[config.mk]
export PLATFORM = sky130hd
export DESIGN_NAME = food_gen
export DESIGN_NICKNAME = d
export VERILOG_FILES = /design/src/rtl/food_gen.sv
export SDC_FILE = /design/constraint.sdc
export NUM_CORES = 1
export LEC_CHECK = 0
export CORE_MARGIN = 4
export CORE_UTILIZATION = 40
export DETAILED_ROUTE_END_ITERATION = 8
export DONT_BUFFER_PORTS = 1
export GPL_TIMING_DRIVEN = 0
export REMOVE_ABC_BUFFERS = 1
export SETUP_SLACK_MARGIN = 0.2
export SLEW_MARGIN = 20
export SYNTH_ARGS = -nofsm -noshare
export SYNTH_HDL_FRONTEND = slang
export SYNTH_SLANG_ARGS = --single-unit
[constraint.sdc]
create_clock -name clk -period 2.2 [get_ports clk]
set_input_delay 0.22 -clock clk [delete_from_list [all_inputs] [get_ports clk]]
set_output_delay 0.22 -clock clk [all_outputs]
set_load 0.02 [all_outputs]
[src/rtl/food_gen.sv]
// Food position generator for the snake game: holds the food cell and draws a new
// in-range cell from a free-running LFSR when eaten. Optional macro FOOD_TIMEOUT_EN adds periodic relocation.
//
// state  | meaning
// HOLD   | food committed, waiting for drive (or timeout)
// GEN_X  | rejection-sampling the x candidate from the LFSR
// GEN_Y  | rejection-sampling the y candidate from the LFSR
// COMMIT | publish new cell unless it repeats the current one
module food_gen #(
    parameter int unsigned X_MAX       = 800,
    parameter int unsigned Y_MAX       = 600,
    parameter int unsigned X_INIT      = 200,
    parameter int unsigned Y_INIT      = 150,
    parameter logic [15:0] SEED        = 16'hACE1,
    parameter logic [31:0] TIMEOUT_CYC = 32'd500_000_000
) (
    input  logic       clk,
    input  logic       rst_n,
    input  logic       drive,
    input  logic       fin,
    input  logic [9:0] x_pos,
    input  logic [9:0] y_pos,
    output logic [9:0] box_x,
    output logic [9:0] box_y,
    output logic       food_valid,
    output logic [7:0] food_cnt,
    output logic       box_r
);

    typedef enum logic [1:0] {HOLD, GEN_X, GEN_Y, COMMIT} state_t;

    localparam logic [10:0] X_LIM = 11'(X_MAX);
    localparam logic [10:0] Y_LIM = 11'(Y_MAX);

    state_t      state_q, state_d;
    logic [15:0] lfsr_q, lfsr_d;
    logic [9:0]  new_x_q, new_x_d;
    logic [9:0]  new_y_q, new_y_d;
    logic [9:0]  box_x_q, box_x_d;
    logic [9:0]  box_y_q, box_y_d;
    logic        valid_q, valid_d;
    logic [7:0]  cnt_q, cnt_d;
    logic [9:0]  cand;

    assign cand = lfsr_q[9:0];

`ifdef FOOD_TIMEOUT_EN
    localparam logic [31:0] TMO_LOAD = TIMEOUT_CYC - 32'd1;
    logic [31:0] tmr_q, tmr_d;

    // Down-counter reloads whenever we are away from HOLD, so it restarts on every entry.
    always_comb begin
        tmr_d = tmr_q;
        if (state_q != HOLD)
            tmr_d = TMO_LOAD;
        else if (!fin && tmr_q != '0)
            tmr_d = tmr_q - 32'd1;
    end
`else
    logic unused_tmo;
    assign unused_tmo = ^TIMEOUT_CYC;
`endif

    always_comb begin
        state_d = state_q;
        lfsr_d  = {1'b0, lfsr_q[15:1]} ^ (lfsr_q[0] ? 16'hB400 : 16'h0000);
        new_x_d = new_x_q;
        new_y_d = new_y_q;
        box_x_d = box_x_q;
        box_y_d = box_y_q;
        valid_d = valid_q;
        cnt_d   = cnt_q;
        case (state_q)
            HOLD: begin
                if (drive && !fin) begin
                    state_d = GEN_X;
                    valid_d = 1'b0;
                    if (cnt_q != 8'hFF)
                        cnt_d = cnt_q + 8'd1;
                end
`ifdef FOOD_TIMEOUT_EN
                else if (!fin && tmr_q == '0) begin
                    state_d = GEN_X;
                    valid_d = 1'b0;
                end
`endif
            end
            GEN_X: begin
                if ({1'b0, cand} < X_LIM) begin
                    new_x_d = cand;
                    state_d = GEN_Y;
                end
            end
            GEN_Y: begin
                if ({1'b0, cand} < Y_LIM) begin
                    new_y_d = cand;
                    state_d = COMMIT;
                end
            end
            COMMIT: begin
                // A repeat of the eaten cell would be matched again by the controller.
                if (new_x_q == box_x_q && new_y_q == box_y_q) begin
                    state_d = GEN_X;
                end else begin
                    box_x_d = new_x_q;
                    box_y_d = new_y_q;
                    valid_d = 1'b1;
                    state_d = HOLD;
                end
            end
            default: state_d = HOLD;
        endcase
    end

    always_ff @(posedge clk or negedge rst_n) begin
        if (!rst_n) begin
            state_q <= HOLD;
            lfsr_q  <= SEED;
            new_x_q <= 10'(X_INIT);
            new_y_q <= 10'(Y_INIT);
            box_x_q <= 10'(X_INIT);
            box_y_q <= 10'(Y_INIT);
            valid_q <= 1'b1;
            cnt_q   <= 8'd0;
`ifdef FOOD_TIMEOUT_EN
            tmr_q   <= TMO_LOAD;
`endif
        end else begin
            state_q <= state_d;
            lfsr_q  <= lfsr_d;
            new_x_q <= new_x_d;
            new_y_q <= new_y_d;
            box_x_q <= box_x_d;
            box_y_q <= box_y_d;
            valid_q <= valid_d;
            cnt_q   <= cnt_d;
`ifdef FOOD_TIMEOUT_EN
            tmr_q   <= tmr_d;
`endif
        end
    end

    assign box_x      = box_x_q;
    assign box_y      = box_y_q;
    assign food_valid = valid_q;
    assign food_cnt   = cnt_q;
    assign box_r      = valid_q && (x_pos == box_x_q) && (y_pos == box_y_q);

endmodule

==> results.md <==
* Status: finished, violations left
* Failing checks: negative setup slack
* Slew margin rel. at 0.686
* Post-Synthesis Cells at 217
* IO Count at 54
* Register area share after synthesis at 0.571
* Number of flops mapped to enable cells by yosys at 0
* Tcrit/Tclk final at 1.02
* Combinational family with the most area after synthesis: multiplexers
* Iteration-0 DRC count of the detailed router at 50
* Worst Tran Pin Value at between 400 and 500 ps
* Hold path depth at 3
* Clock transition at path regs at approximately 70 ps
* Pwr/cell area at 626 nW/µm²
* Post-route DRC violation count at 0
* Die extent in y at about 94 µm
* GRT Residual Overflow at 0
* Syn avg cell area at between 10 and 15 µm²
* Synthesis Warnings at 0
* Number of synthesized register bits at 67
* First-pass GRT wire length at 9560 µm
* Asr flop ratio synth at 1.00
* Maximum vdd ir drop at 0.332 mV
* Number of cells on the critical path at 4
* Largest net degree at the start of global routing at 68
* Unrepaired setup endpoints after global routing: yes
* Pre-antenna DRT Iters at 4
* Min Clock Period, post-route at 2240 ps
* Routed via count at 1,760
* Synth top area share at 0.368
* CP Buf/Inv Count at 0
* Dominant cells by area after synthesis: dfrtp_1 (37%), dfstp_2 (20%), mux2_2 (14%)
* Final setup violation count at 1
* DP Worst Slack at -547 ps
* CP Cell Sequence: xor2_1 -> nor4_2 -> nand4_1 -> nor4_4
* CP endpoint kind: primary output
* Worst hold path type: in -> reg
* Worst path slowest cell: dfrtp_2
* Largest area contributor in the netlist: dfrtp_1
* Number of global-route vias before repair at between 1,500 and 2,000
* Share of cells above drive strength 1 at 0.450
* Final antenna-violating net count at 0
* Post-synthesis simple-gate area fraction at 0.0590
* Util after Layout at 0.502
* Mux cell area share after synthesis at 0.154
* Area of the die at between 8000 and 9000 µm²
* Layout area overhead at 21.7%
* Row count at 31
* CTS tree: yes
* Cell Area, Synth at ~3000 µm²
* Core area at a little over 7000 µm²
* WL final at 6300 µm
* CTS root buf: clkbuf_8
* PortBufs at 0
* Slew Limit Fails at 0
* CP startpoint kind: flip-flop
* Xor and xnor fraction of the mapped netlist area at 0.147
* Top post-synthesis cells by count: dfrtp_1 (44), mux2_2 (38), xor2_1 (34)
* Power, Total at roughly 2.3 mW
* Compound-Gate Fraction of Synth Area at 0.0335
* Crit path largest cell delay at 480 ps
* Final Hold Fails at 0
* TritonCTS buffer count at 9
* Clk sinks at 67
* Initial antenna violation count at 0
* FF+latch area at between 1500 and 2000 µm²
* Multi-input logic area at approximately 1400 µm²
* Skew-Pair Late Insertion Delay at roughly 340 ps
* Maximum clock frequency at between 400 and 500 MHz
* Starting Density at 0.412
* Tot GR Track Use at 0.149
* Ant diodes at 0
* Leak Pwr at between 1.5 and 2 nW
* R2R depth at 6
* Longest Clk Path Bufs at 2
* Chip Width at between 90 and 100 µm
* Wire length per cell at 18.6 µm
* Required time worst endpoint at about 2000 ps
* Via-per-instance ratio at a little over 5
* Critical path type: reg -> out
* Fill count at 647
* Fin nets at about 270
* Skew final at between 10 and 15 ps
* H-tree depth at 3
* Post-detail-place hpwl at slightly above 4000 µm
* RD Place Congestion at 0.723
* Setup WS post-layout at -36.9 ps
* Ys flop type: dfrtp_1
* Most frequent cell after synthesis: dfrtp_1
* Worst path arrival time at between 2000 and 2500 ps
* Top delay family on crit path: simple AND/OR/NAND/NOR gates
* Number of distinct library cells after synthesis at 32
* MaxCap Viol Count at 0
* Synth Area in Adders at 0.0209
* Crit Path Max Fanout at 4
cells in the final DEF, fill, tap and decap left out, types with 3 or more instances in the layout:
| cell | netlist | final |
|---|---|---|
| a21oi_1 | 3 | 3 |
| buf_6 | 2 | 3 |
| clkbuf_8 | 0 | 10 |
| dfrtp_1 | 44 | 40 |
| dfrtp_2 | 0 | 4 |
| dfstp_2 | 23 | 23 |
| ha_1 | 5 | 5 |
| inv_1 | 5 | 5 |
| mux2_2 | 38 | 21 |
| mux2_4 | 0 | 19 |
| nand2_1 | 6 | 5 |
| nand3_1 | 4 | 3 |
| nand4_1 | 6 | 6 |
| nor4_2 | 0 | 6 |
| xnor2_1 | 16 | 16 |
| xor2_1 | 34 | 31 |
| xor2_2 | 0 | 3 |
cell families after synthesis:
family | Yosys count
AO/OA/AOI/OAI | 14
AND/OR/NAND/NOR | 32
XOR/XNOR | 50
adder cells (fa/ha/maj) | 5
multiplexers | 41
buffers and inverters | 8
flip-flops | 67
state kept, by name (all words and copies together), names as in the netlist:
register	count
state_q	2
food_valid	1
new_x_q	10
box_y	10
food_cnt	8
box_x	10
new_y_q	10
lfsr_q	16
metal layers:
layer,global-route usage,vias up,share of wire
li1,-,798,-
met1,0.185,910,0.44
met2,0.238,44,0.49
met3,0.0422,8,0.054
met4,0.0758,0,0.015
met5,0,-,0
cell type report:
| cell class | count | share of cell area |
|---|---|---|
| multi-input combinational | 143 | 0.398 |
| inverter | 5 | 0.00516 |
| timing repair buffer | 10 | 0.0416 |
| clock inverter | 3 | 0.0110 |
| sequential | 67 | 0.470 |
| tap | 99 | 0.0340 |
| clock buffer | 12 | 0.0399 |
repair_timing:
action | 4_1_cts | 5_1_grt
hold buffers | 2 | 0
cloned | 1 | 1
resized for setup | 35 | 12
pin swaps | 5 | 12
setup buffers | 6 | 1
endpoints found under the hold margin | 67 | 0
setup endpoints to repair | 21 | 33
worst paths after layout:
| path | end | startpoint | slack, ps |
|---|---|---|---|
| worst min register to register | lfsr_q[11]$_DFF_PN1_ | lfsr_q[12]$_DFF_PN0_ | 360 |
| worst max-delay path | box_r | box_y[6]$_DFFE_PN0P_ | -40 |
| max in group asynchronous | lfsr_q[0]$_DFF_PN1_ | rst_n | 1470 |
| min in group asynchronous | box_x[2]$_DFFE_PN0P_ | rst_n | 410 |
| worst min-delay path | food_valid$_DFFE_PN1P_ | drive | 160 |
| worst max register to register | box_y[6]$_DFFE_PN0P_ | box_x[6]$_DFFE_PN1P_ | 40 |
worst register-to-register path, cell delays in order (launching register included):
cell and delay [ps]:
dfstp_2 650, xor2_2 100, nor4_2 370, nand3_4 180, o21ai_4 270, buf_12 170
mux2_2 330
where the power goes:
group          switching [mW]  total [mW]  leakage [nW]  internal [mW]
combinational          0.0332      0.0526         0.884         0.0194
sequential                  0        1.23         0.841           1.23
clock                   0.446       0.991        0.0962          0.545
total                   0.479        2.28          1.82           1.80
through the flow:
step	TNS, ps	hold WS [ps]	std cells	cell area (µm²)
after floorplan	0	-75.6	214	2960
after CTS	-156	125	337	3540
final	-36.9	163	339	3640
after detailed placement	-10650	-73.4	313	3090
after global placement	-11610	-73.8	313	3090
after global routing	-414	196	339	3640
(Power assumes the default switching activity.)
